--- src/rtl/text_renderer.sv ---
// text_renderer: turns timing-generator pixel positions into RGB pixels for an
// 80x30 text screen of 8x16 glyph cells (640x480). A character buffer read port
// and a font ROM, both with one clock of read latency, sit in the loop, which
// gives a fixed three-clock latency from the timing inputs to the outputs.
// Optional feature macro: TEXT_CURSOR_EN (blinking underline cursor).
module text_renderer #(
  parameter int COLS    = 80,
  parameter int ROWS    = 30,
  parameter int BLINK_W = 6
) (
  input  logic        clk_i,
  input  logic        rst_n_i,
  input  logic [9:0]  x_i,
  input  logic [9:0]  y_i,
  input  logic        de_i,
  input  logic        hs_i,
  input  logic        vs_i,
  output logic [11:0] cb_addr_o,
  output logic        cb_ce_o,
  input  logic [7:0]  cb_data_i,
  output logic [11:0] font_addr_o,
  input  logic [7:0]  font_data_i,
  input  logic [23:0] fg_color_i,
  input  logic [23:0] bg_color_i,
  input  logic [6:0]  cursor_col_i,
  input  logic [4:0]  cursor_row_i,
  output logic [23:0] rgb_o,
  output logic        de_o,
  output logic        hs_o,
  output logic        vs_o
);

  // First pixel row below the text area; everything from here down is background.
  localparam logic [9:0] TEXT_H = 10'(ROWS * 16);

  logic [4:0]  row0;
  logic [6:0]  col0;

  logic [9:0]  x1_q, x1_d, y1_q, y1_d;
  logic        de1_q, de1_d, hs1_q, hs1_d, vs1_q, vs1_d;
  logic [9:0]  x2_q, x2_d, y2_q, y2_d;
  logic        de2_q, de2_d, hs2_q, hs2_d, vs2_q, vs2_d;
  logic [23:0] rgb_q, rgb_d;
  logic        de3_q, de3_d, hs3_q, hs3_d, vs3_q, vs3_d;

  logic        glyph_bit;
  logic        pixel;

  // Character-buffer address for the cell under the current pixel; 80 is built from shifts.
  always_comb begin
    row0 = y_i[8:4];
    col0 = x_i[9:3];
    if (COLS == 80) begin
      cb_addr_o = {1'b0, row0, 6'b0} + {3'b0, row0, 4'b0} + {5'b0, col0};
    end else begin
      cb_addr_o = 12'(row0 * COLS) + {5'b0, col0};
    end
  end

  // The read port is enabled whenever the block is out of reset.
  assign cb_ce_o = rst_n_i;

  // Glyph row travels one stage so it meets the character code returned by the buffer.
  assign font_addr_o = {cb_data_i, y1_q[3:0]};

`ifdef TEXT_CURSOR_EN
  logic [BLINK_W-1:0] blink_q, blink_d;
  logic               cursor_hit;

  // Frame counter advancing on each vsync rising edge; its MSB is the blink phase.
  always_comb begin
    blink_d = blink_q;
    if (vs_i && !vs1_q) begin
      blink_d = blink_q + {{(BLINK_W-1){1'b0}}, 1'b1};
    end
  end

  // Blink counter register.
  always_ff @(posedge clk_i) begin
    if (!rst_n_i) begin
      blink_q <= '0;
    end else begin
      blink_q <= blink_d;
    end
  end

  // Cursor is an inverted underline on glyph rows 14-15 of the selected cell.
  always_comb begin
    cursor_hit = (x2_q[9:3] == cursor_col_i) && (y2_q[8:4] == cursor_row_i) &&
                 (y2_q[3:1] == 3'b111) && blink_q[BLINK_W-1];
  end
`else
  // The cursor ports and upper x bits of the last stage have no use without the cursor.
  logic unused_cursor;
  assign unused_cursor = ^{cursor_col_i, cursor_row_i, x2_q[9:3]};
`endif

  // Pick the font bit for this pixel (bit7 is leftmost) and apply the cursor if present.
  always_comb begin
    glyph_bit = font_data_i[3'd7 - x2_q[2:0]];
`ifdef TEXT_CURSOR_EN
    pixel = glyph_bit ^ cursor_hit;
`else
    pixel = glyph_bit;
`endif
  end

  // Next-state for the timing/position chains and the output colour.
  always_comb begin
    x1_d  = x_i;
    y1_d  = y_i;
    de1_d = de_i;
    hs1_d = hs_i;
    vs1_d = vs_i;
    x2_d  = x1_q;
    y2_d  = y1_q;
    de2_d = de1_q;
    hs2_d = hs1_q;
    vs2_d = vs1_q;
    de3_d = de2_q;
    hs3_d = hs2_q;
    vs3_d = vs2_q;
    rgb_d = 24'h000000;
    if (de2_q) begin
      if (y2_q < TEXT_H) begin
        rgb_d = pixel ? fg_color_i : bg_color_i;
      end else begin
        rgb_d = bg_color_i;
      end
    end
  end

  // Pipeline registers; reset flushes every stage to zero.
  always_ff @(posedge clk_i) begin
    if (!rst_n_i) begin
      x1_q  <= '0;
      y1_q  <= '0;
      de1_q <= 1'b0;
      hs1_q <= 1'b0;
      vs1_q <= 1'b0;
      x2_q  <= '0;
      y2_q  <= '0;
      de2_q <= 1'b0;
      hs2_q <= 1'b0;
      vs2_q <= 1'b0;
      rgb_q <= '0;
      de3_q <= 1'b0;
      hs3_q <= 1'b0;
      vs3_q <= 1'b0;
    end else begin
      x1_q  <= x1_d;
      y1_q  <= y1_d;
      de1_q <= de1_d;
      hs1_q <= hs1_d;
      vs1_q <= vs1_d;
      x2_q  <= x2_d;
      y2_q  <= y2_d;
      de2_q <= de2_d;
      hs2_q <= hs2_d;
      vs2_q <= vs2_d;
      rgb_q <= rgb_d;
      de3_q <= de3_d;
      hs3_q <= hs3_d;
      vs3_q <= vs3_d;
    end
  end

  assign rgb_o = rgb_q;
  assign de_o  = de3_q;
  assign hs_o  = hs3_q;
  assign vs_o  = vs3_q;

endmodule

--- config.mk ---
export PLATFORM = sky130hd
export DESIGN_NAME = text_renderer
export DESIGN_NICKNAME = d
export VERILOG_FILES = /design/src/rtl/text_renderer.sv
export SDC_FILE = /design/constraint.sdc
export NUM_CORES = 1
export LEC_CHECK = 0
export ABC_CLOCK_PERIOD_IN_PS = 1900
export BUFFER_PORTS_ARGS = -buffer_cell sky130_fd_sc_hd__buf_2
export CORE_UTILIZATION = 37
export DETAILED_ROUTE_END_ITERATION = 10
export GPL_TIMING_DRIVEN = 0
export PLACE_DENSITY = 0.84
export SYNTH_ARGS = -nofsm -noshare
export SYNTH_HDL_FRONTEND = slang
export SYNTH_SLANG_ARGS = --single-unit
--- constraint.sdc ---
create_clock -name clk_i -period 1.9 [get_ports clk_i]
set_input_delay 0.19 -clock clk_i [delete_from_list [all_inputs] [get_ports clk_i]]
set_output_delay 0.19 -clock clk_i [all_outputs]
set_load 0.01 [all_outputs]
-- Yosys cells after proc, flatten, opt, wreduce, memory -nomap -nowiden
Index checks and enable logic that the tools add are counted.
- add/sub/neg operators: 3
- $mul: 0
- div/mod/pow operators: 0
- order comparisons: 2
- equal/unequal tests: 0
- shifts and indexed selects: 0
- multiplexer cells: 4
- bitwise logic cells: 0
- reduce and logical (&&, ||, !) cells: 1
- operators by type and width (operator ; number):
    $mux 24 ; 2
    $add 11x9->12 ; 1
    $add 12x7->12 ; 1
    $lt 10x9->1 const B ; 1
    $lt 3x4->1 const B ; 1
    $bmux 1 s3 ; 1
    $sub 3x3->3 const A ; 1
    $reduce_and 2->1 ; 1
    $mux 1 ; 1
- bits in registers: 59
- bits in latches: 0
- memory bits (writable): 0
- ROM bits: 0
- output and inout bits: 52
- logic and storage cells: 24
- memories: 0

-- Longest topological paths before layout
Gate-level depths: netlist of run 1.
- depth after elaboration: 5
- gate-level depth with buffers: 8
- gate-level depth less buffers: 8

-- Worst setup path after synthesis of run 1
OpenSTA, ideal clock, no wires.
- path type: input port to output port
- start point: input x_i[9]
- end point: output cb_addr_o[11]
- arrival: 1.779 ns
- path slack: -0.069 ns
- stages: 7
- cell sequence: inv_1 fa_1 fa_1 nor2b_1 o21ai_0 a21boi_0 o21a_1
- longest elaborated chain between the ends: 1
- RTL lines (element ; RTL line ; text):
    from (decl) ; 13 ; input logic [9:0] x_i,
    $add 12x7->12 ; 54 ; cb_addr_o = {1'b0, row0, 6'b0} + {3'b0, row0, 4'b0} + {5'b0, col0};
    to (decl) ; 18 ; output logic [11:0] cb_addr_o,
No other way between the ends.

-- Worst setup path after layout of run 1
- start point: input y_i[4]
- end point: output cb_addr_o[10]
- longest elaborated chain between the ends: 2
- RTL lines (element ; RTL line ; text):
    from (decl) ; 14 ; input logic [9:0] y_i,
    $add 11x9->12 ; 54 ;
    $add 12x7->12 ; 54 ;
No other way between the ends.

==> results of run 1 <==
-- synth_stat cells, types with 8 or more instances --
master                     instances  share of area (%)
sky130_fd_sc_hd__inv_1            11                1.8
sky130_fd_sc_hd__nand2_1          48                8.1
sky130_fd_sc_hd__mux2i_1          25                 11
sky130_fd_sc_hd__buf_4            17                5.7
sky130_fd_sc_hd__and2_1           29                8.1
sky130_fd_sc_hd__ha_1              9                5.0
sky130_fd_sc_hd__dfxtp_1          53                 48
sky130_fd_sc_hd__clkbuf_1          8                1.3
-- layer usage --
layer | vias to the layer above | wire, um
li1 | 973 | -
met1 | 845 | 1805
met2 | 112 | 2395
met3 | 9 | 559
met4 | 0 | 80
met5 | - | 0
-- layout make-up --
type	instances	area (sq um)	area share [%]
sequential	53	1061	34.10
inverter	11	46.29	1.488
buffer	28	185.2	5.951
timing repair buffer	129	668.1	21.47
tap	72	90.09	2.895
multi-input combinational	134	980.9	31.52
clock buffer	8	80.08	2.573
-- repair_timing --
item	CTS	global route
hold buffers	0	0
pin swaps	10	8
endpoints found under the setup margin	4	4
setup buffers	1	0
resized for setup	10	9
-- critical path, delay by kind of cell --
family	cells	cell delay [ps]
compound gates	2	350
fa+ha+maj	2	800
simple gates	2	200
buf+inv	4	310
-- path summary, 6_finish.rpt --
path	from	to	slack, ps	cells past startpoint
worst max-delay path	y_i[4]	cb_addr_o[10]	-130	10
worst min-delay path	de_i	de1_q	100	2
worst max register to register	x2_q[0]	rgb_o[16]	260	5
worst min register to register	hs2_q	hs_o	440	1
-- power groups by stage --
stage	Sequential [mW]	Combinational [mW]	Clock, mW
finish	1.16	0.447	0.584
CTS	1.16	0.429	0.613
floorplan	1.19	0.243	0
global route	1.16	0.492	0.661
detailed placement	1.19	0.419	0
global placement	1.18	0.411	0
-- state kept, by name (all words and copies together) (netlist names) --
| register | count |
|---|---|
| x2_q | 3 |
| vs2_q | 1 |
| vs1_q | 1 |
| de1_q | 1 |
| y1_q | 9 |
| hs_o | 1 |
| rgb_o | 24 |
| y2_q | 5 |
| vs_o | 1 |
| hs1_q | 1 |
| de2_q | 1 |
| hs2_q | 1 |
| x1_q | 3 |
| de_o | 1 |
-- stage by stage --
step / setup WS [ps] / hold slack [ps]
final: -129.2 / 97.13
after global routing: -238.4 / 82.06
after CTS: -170.6 / 86.59
after detailed placement: -311.6 / 399.5
after global placement: -237.8 / 397.2
after floorplan: -22.46 / 311.7
-- logic make-up (layout without fill, tap and decap cells) --
group / after synthesis / after routing
flops: 53 / 53
mux: 27 / 27
compound gates: 9 / 9
xor+xnor: 2 / 2
fa+ha+maj: 11 / 11
buf+inv: 39 / 176
simple gates: 85 / 85
==> out/summary.md, run 1 <==
The flow ran to the end, but the final reports show violations. The final reports fail on setup timing. The final count of negative-setup-slack endpoints is 4, and the count of endpoints failing hold in the final timing report is 0. Type of the tightest min-delay check: in2reg.

Global routing consumed, on the met1 layer, 14.09% of the routing resources. After filler insertion, the fill cell instance count of the layout stands at 513. The die is 79.67 um wide. The max-capacitance violation count is 0. Classification of the worst setup path: in2out. The tools report the number of iterations in the first detailed-routing pass as 3.

The mapped cell area is 2232 sq um. The height of the chip is 79.67 um, and the area enclosed by the die boundary is 6347 sq um. Synthesis inferred 53 register bits.

The clock network burns 26.7% of the power. IR analysis of the VDD net gives a maximum drop of 0.3636 mV. The H-tree was split into 2 levels.

Dividing the detail-routed via count by the number of cells gives 4.457. STA puts the critical path data required time at 1710 ps. After detailed routing, the average wire length per cell comes to 11.13 um.

The main combinational cell family by area after synthesis is simple AND/OR/NAND/NOR gates. The area growth from synthesis to layout is 39.41%. The largest net degree at the start of global routing came out at 15.

The tools report the global-route wire length before repair as 7617 um. The worst path needs 2029 ps of the cycle, external delays included. After clock tree synthesis, the clock-pin slew on the worst setup and hold paths is 80 ps.

The switching power of the nets is 0.5370 mW, and the fraction of the mapped netlist area in simple logic gates is 18.44%. TritonCTS built the clock tree. For this run the aggregate overflow at the end of global routing stands at 0. CTS saw 53 sinks. Post-synthesis share of cell area spent on xor and xnor gates: 0.7848%.

The analysis attributes to cell leakage a power of 1.585 nW. Warning count from the yosys run: 0. The post-route cell area was 3112 sq um; the clock skew after layout was 6.332 ps.

Setup repair after global routing could not meet its margin everywhere. The sequential cell area fraction in the yosys report was 47.53%. Global routing's busiest layer: met2. The compound-gate portion of the synthesized area was 2.691%; the worst max-slew margin expressed relative to the limit was 68.66%.

0 antenna diodes ended up in the layout. The run gives 0.4928 GHz as the maximum clock rate. In the final layout, the share of cells above drive strength 1 is 46.01%.

Summing the areas of all fa, ha and maj instances in the mapped netlist gives 6.839% of the synthesized area. For the worst-skew pair, the clock arrives at the later sink with an insertion delay of 300 ps. Internal power comes to 1.652 mW.

The tools report the overall global routing resource usage as 15.35%. The logs give -458.0 ps for the final sum of negative setup slack and 474 for the final layout net count. For met3 alone, demand over resource in global routing was 5.600%. For the number of distinct library cells after synthesis, the log shows 28.

The tools report the placer congestion estimate as 0.6916. In the synthesized netlist, the number of instances is 226. Summed over all nets, the half-perimeter wirelength after detailed placement is 3766 um. After detailed routing, the total wire length is 4840 um. Traced cell by cell, the critical path runs through buf_8 > inv_4 > fa_1 > inv_2 > ha_4 > a21o_1 > a21oi_2 > nand4b_1 > nand3_1 > buf_2. Total power for the finished layout comes to 2.189 mW.

For the post-synth net total, the log shows 338. The number of enable flip-flop cells after synthesis was 0; the number of global-route vias before repair was 1825. The longest clock path from root to sink contains 2 buffers. Startpoint type of the worst setup path: an input pin. The tools report the sequential power share as 52.9%. The prevailing post-synth register cell was sky130_fd_sc_hd__dfxtp_1.

In the routed design, unresolved DRC markers number 0. The initial utilization of the core area, before any placement, comes to 39.33%. During placement, the flow inserted port buffers numbering 128. The root buffer cell chosen for the clock tree is sky130_fd_sc_hd__clkbuf_8. In this run, CTS created clock tree buffers numbering 5. Leaving out filler cells and counting taps, the final layout contains 435.

The tools report the combinational group share of total power as 20.4%. The floorplan has 27 rows. Cells fill 54.83% of the core in the end. The detailed router finished its first iteration with 33 violations.

The logs give 0 for the initial antenna violation count and 1840 ps for the signal arrival time at the worst endpoint. Along the worst path, the maximum fanout reaches 3. For the pin with the worst max-slew slack, the measured transition is 470.0 ps. The logs give 2967 sq um for the placed instance area and 0 for the number of pins with negative max-slew slack in the final report.

During I/O placement, the number of pins put on the boundary was 153. In this run the mean area of a mapped cell was 9.877 sq um. The switching share of power works out to 24.53%. For met2 alone, demand over resource in global routing was 30.26%.

The biggest cell delay along the critical path came out at 590 ps. In the layout the commonest cells are sky130_fd_sc_hd__buf_2, sky130_fd_sc_hd__dfxtp_1, sky130_fd_sc_hd__nand2_1. The power per cell area came out at 703.6 nW/um^2. Leaving out fill and tap cells, the most frequent cell in the layout is sky130_fd_sc_hd__buf_2. Detailed routing inserted a total of 1939 vias. Multiplexer cells account for 13.57% of the synthesized area.

The standard cell with the maximum stage delay on the critical path is sky130_fd_sc_hd__fa_1. The floorplan step defined a core boundary enclosing 5675 sq um. Once placement completed, the tool counted placed cells totaling 426.

In the synthesized netlist the async set-or-reset flop fraction comes to 0%. The worst-case setup margin in the final layout is -129.2 ps, and the count of nets left with antenna violations after detail routing is 0. STA classifies the critical path endpoint as an output pin. Dividing the final minimum period by the clock period gives 106.8%.
Power figures use the tool's default switching activity.
==> run 2: changes to the inputs <==
ABC_CLOCK_PERIOD_IN_PS = unset   (was 1900)
BUFFER_PORTS_ARGS = unset   (was -buffer_cell sky130_fd_sc_hd__buf_2)
CORE_UTILIZATION = 56   (was 37)
DONT_BUFFER_PORTS = 1   (was unset)
PLACE_DENSITY = 0.82   (was 0.84)
SKIP_LAST_GASP = 1   (was unset)
==> out/summary.md, run 2 (same netlist as run 1, synthesis figures left out) <==
The logs give 274 (was 426) for the placed instance count and -7.903 ps (was -458.0 ps) for the final sum of negative setup slack. The timing startpoint of the critical path was y_i[6] (was y_i[4]). The count of buffers from port buffering was 0 (was 128); the number of buffers on the longest clock path was 2 (unchanged). The final count of negative-setup-slack endpoints was 1 (was 4). The number of diodes is 0 (unchanged), and the number of iterations in the first detailed-routing pass is 4 (was 3). The final layout net count was 353 (was 474); the height of the chip was 65.14 um (was 79.67 um). The cell-internal power came out at 1.586 mW (was 1.652 mW).

The tools report the kind of capture point of the worst setup path as an output pin (unchanged). For the required time at the endpoint of the critical path, the log shows 1710 ps (about the same). Setup repair after global routing could not meet its margin everywhere. The tools report the worst hold slack as 16.09 ps (was 97.13 ps). Most frequent cells in the layout: sky130_fd_sc_hd__dfxtp_1, sky130_fd_sc_hd__nand2_1, sky130_fd_sc_hd__and2_1 (was sky130_fd_sc_hd__buf_2, sky130_fd_sc_hd__dfxtp_1, sky130_fd_sc_hd__nand2_1). Overall global routing resource usage: 18.21% (was 15.35%). For the combinational group share of total power, the log shows 14.3% (was 20.4%). The maximum clock rate was 0.5241 GHz (was 0.4928 GHz); the placeable core region was 3744 sq um (was 5675 sq um). The clock period minus worst slack was 1908 ps (was 2029 ps); the count of endpoints failing hold in the final timing report was 0 (unchanged). The number of vias per cell after detailed routing came out at 5.208 (was 4.457). The total power draw came out at 2.086 mW (was 2.189 mW). The tools report the root cell of the clock tree as sky130_fd_sc_hd__clkbuf_8 (unchanged). The run gives 4243 sq um (was 6347 sq um) as the area enclosed by the die boundary. Count of nets left with antenna violations after detail routing: 0 (unchanged). TritonCTS built the clock tree. The clock skew after layout came out at 9.478 ps (was 6.332 ps). Most common cell after layout, fill and taps aside: sky130_fd_sc_hd__dfxtp_1 (was sky130_fd_sc_hd__buf_2). The switching share of power is 23.96% (was 24.53%), and the worst-path maximum fanout is 3 (unchanged). For the worst setup timing slack at the placement stage, the log shows -171.6 ps (was -311.6 ps).

For the clock power share, the log shows 29.7% (was 26.7%). The worst-case setup margin in the final layout was -7.903 ps (was -129.2 ps). Failing checks: setup timing (unchanged). The logs give 289 (was 435) for the post-route non-filler standard cell count and 0 (unchanged) for the max-capacitance violation count. The leakage power was 1.062 nW (was 1.585 nW); the register clock-pin slew on the reported worst setup and hold paths was 80 ps (about the same). The launch point of the worst reg-to-reg path was x2_q[0] (unchanged).

The number of sinks driven by the clock tree came out at 53 (unchanged). The global-route wire length before repair is 5740 um (was 7617 um), and the site row count is 22 (was 27). The run gives 1296 (was 1825) as the number of global-route vias before repair. The tools report the hold path startpoint as hs_i (was de_i).

Power per cell area: 839.1 nW/um^2 (was 703.6 nW/um^2). The measured slew at the worst slew-check pin was 445.8 ps (was 470.0 ps); the signal arrival time at the worst endpoint was 1720 ps (was 1840 ps). For the worst max-slew margin expressed relative to the limit, the log shows 70.28% (was 68.66%). The classification of the worst setup path was in2out (unchanged). The latest clock arrival within the worst-skew pair was 300 ps (about the same). The per-cell routed wire length came out at 14.18 um (was 11.13 um). The logs give 64 (was 33) for the violation count after the first detailed-route iteration and 5 (unchanged) for the total CTS buffers. The largest net degree at the start of global routing is 16 (was 15), and the number of pins with negative max-slew slack in the final report is 0 (unchanged).

The type of the tightest min-delay check was in2reg (unchanged). The number of top-level pins is 153 (unchanged), and the share of final-layout standard cells stronger than drive strength 1 is 15.77% (was 46.01%). The width of the die was 65.14 um (was 79.67 um); the placer congestion estimate was 0.6642 (was 0.6916).

Total vias in the final route: 1505 (was 1939). The tools report the startpoint type of the worst setup path as an input pin (unchanged). The highest ir drop seen on vdd came out at 0.4055 mV (was 0.3636 mV). The flow ran to the end, but the final reports show violations.

The total number of H-tree levels is 2 (unchanged), and the switching power of the nets is 0.4998 mW (was 0.5370 mW). The run gives 0 (unchanged) as the initial antenna violation count. The final HPWL from detailed placement came out at 3117 um (was 3766 um). The initial standard-cell utilization of the core is 59.63% (was 39.33%). The overflow left after global routing is 0 (unchanged), and the routed wire length is 4098 um (was 4840 um).

Remaining design rule violation count: 0 (unchanged). The sequential power share is 56.0% (was 52.9%), and the number of flip-flops in the largest register is 24 (unchanged). Relative area change from synthesis to final layout: 11.38% (was 39.41%).

The post-route fraction of the period consumed by the critical path is 100.4% (was 106.8%).
## run 2: cell types whose count changed in the layout (fill, tap and decap cells not counted), moves of 2 or more
cell	change
sky130_fd_sc_hd__buf_8	-2
sky130_fd_sc_hd__clkbuf_1	-3
sky130_fd_sc_hd__buf_2	-126
sky130_fd_sc_hd__dlygate4sd3_1	+7
## run 2: through the flow
stage	area (sq um)	util, %
6_report	2486	66.41
5_1_grt	2486	66.41
4_1_cts	2401	64.14
3_5_place_dp	2296	61.33
3_3_place_gp	2296	61.33
2_1_floorplan	2236	-
## run 2: worst paths after layout
| kind | end | slack [ps] | cells after the start |
|---|---|---|---|
| min | hs1_q | 20 | 1 |
| max reg2reg | rgb_o[22] | 220 | 5 |
| min reg2reg | y2_q[5] | 430 | 1 |
| max | cb_addr_o[10] | -8 | 8 |
## run 2: power by group through the flow
stage,clock network [mW],registers [mW],logic (mW)
after floorplan,0,1.19,0.243
after global placement,0,1.19,0.271
after detailed placement,0,1.20,0.279
after CTS,0.640,1.17,0.283
after global routing,0.707,1.17,0.328
final,0.619,1.17,0.298
## run 2: metal layers
layer,part of all wire [%],up-vias,global-route usage (%)
li1,-,730,-
met1,38,673,19.41
met2,51,94,32.42
met3,9.7,8,7.118
met4,1.6,0,6.522
met5,0,-,0
## run 2: repair_timing
item                                   in CTS  in global routing
buffers inserted                            0                  1
endpoints found under the hold margin       0                  6
pin swaps                                   7                  4
gates resized for setup                     6                  7
hold buffers                                0                  7
setup endpoints to repair                   4                  4
## run 2: critical path: stages
cell and delay (ps):
sky130_fd_sc_hd__inv_8 10, sky130_fd_sc_hd__fa_2 590, sky130_fd_sc_hd__inv_1 50, sky130_fd_sc_hd__ha_1 260
sky130_fd_sc_hd__a21o_1 190, sky130_fd_sc_hd__a21oi_2 170, sky130_fd_sc_hd__nand4b_1 150, sky130_fd_sc_hd__nand3_2 110
## run 2: layout make-up
class / count / area (sq um)
Timing Repair Buffer: 8 / 77.57
Sequential cell: 53 / 1061
Inverter: 11 / 51.30
Buffer: 28 / 185.2
Clock inverter: 1 / 7.507
Fill cell: 317 / 1257
Clock buffer: 6 / 82.58
Multi-Input combinational cell: 134 / 960.9
Tap cell: 48 / 60.06
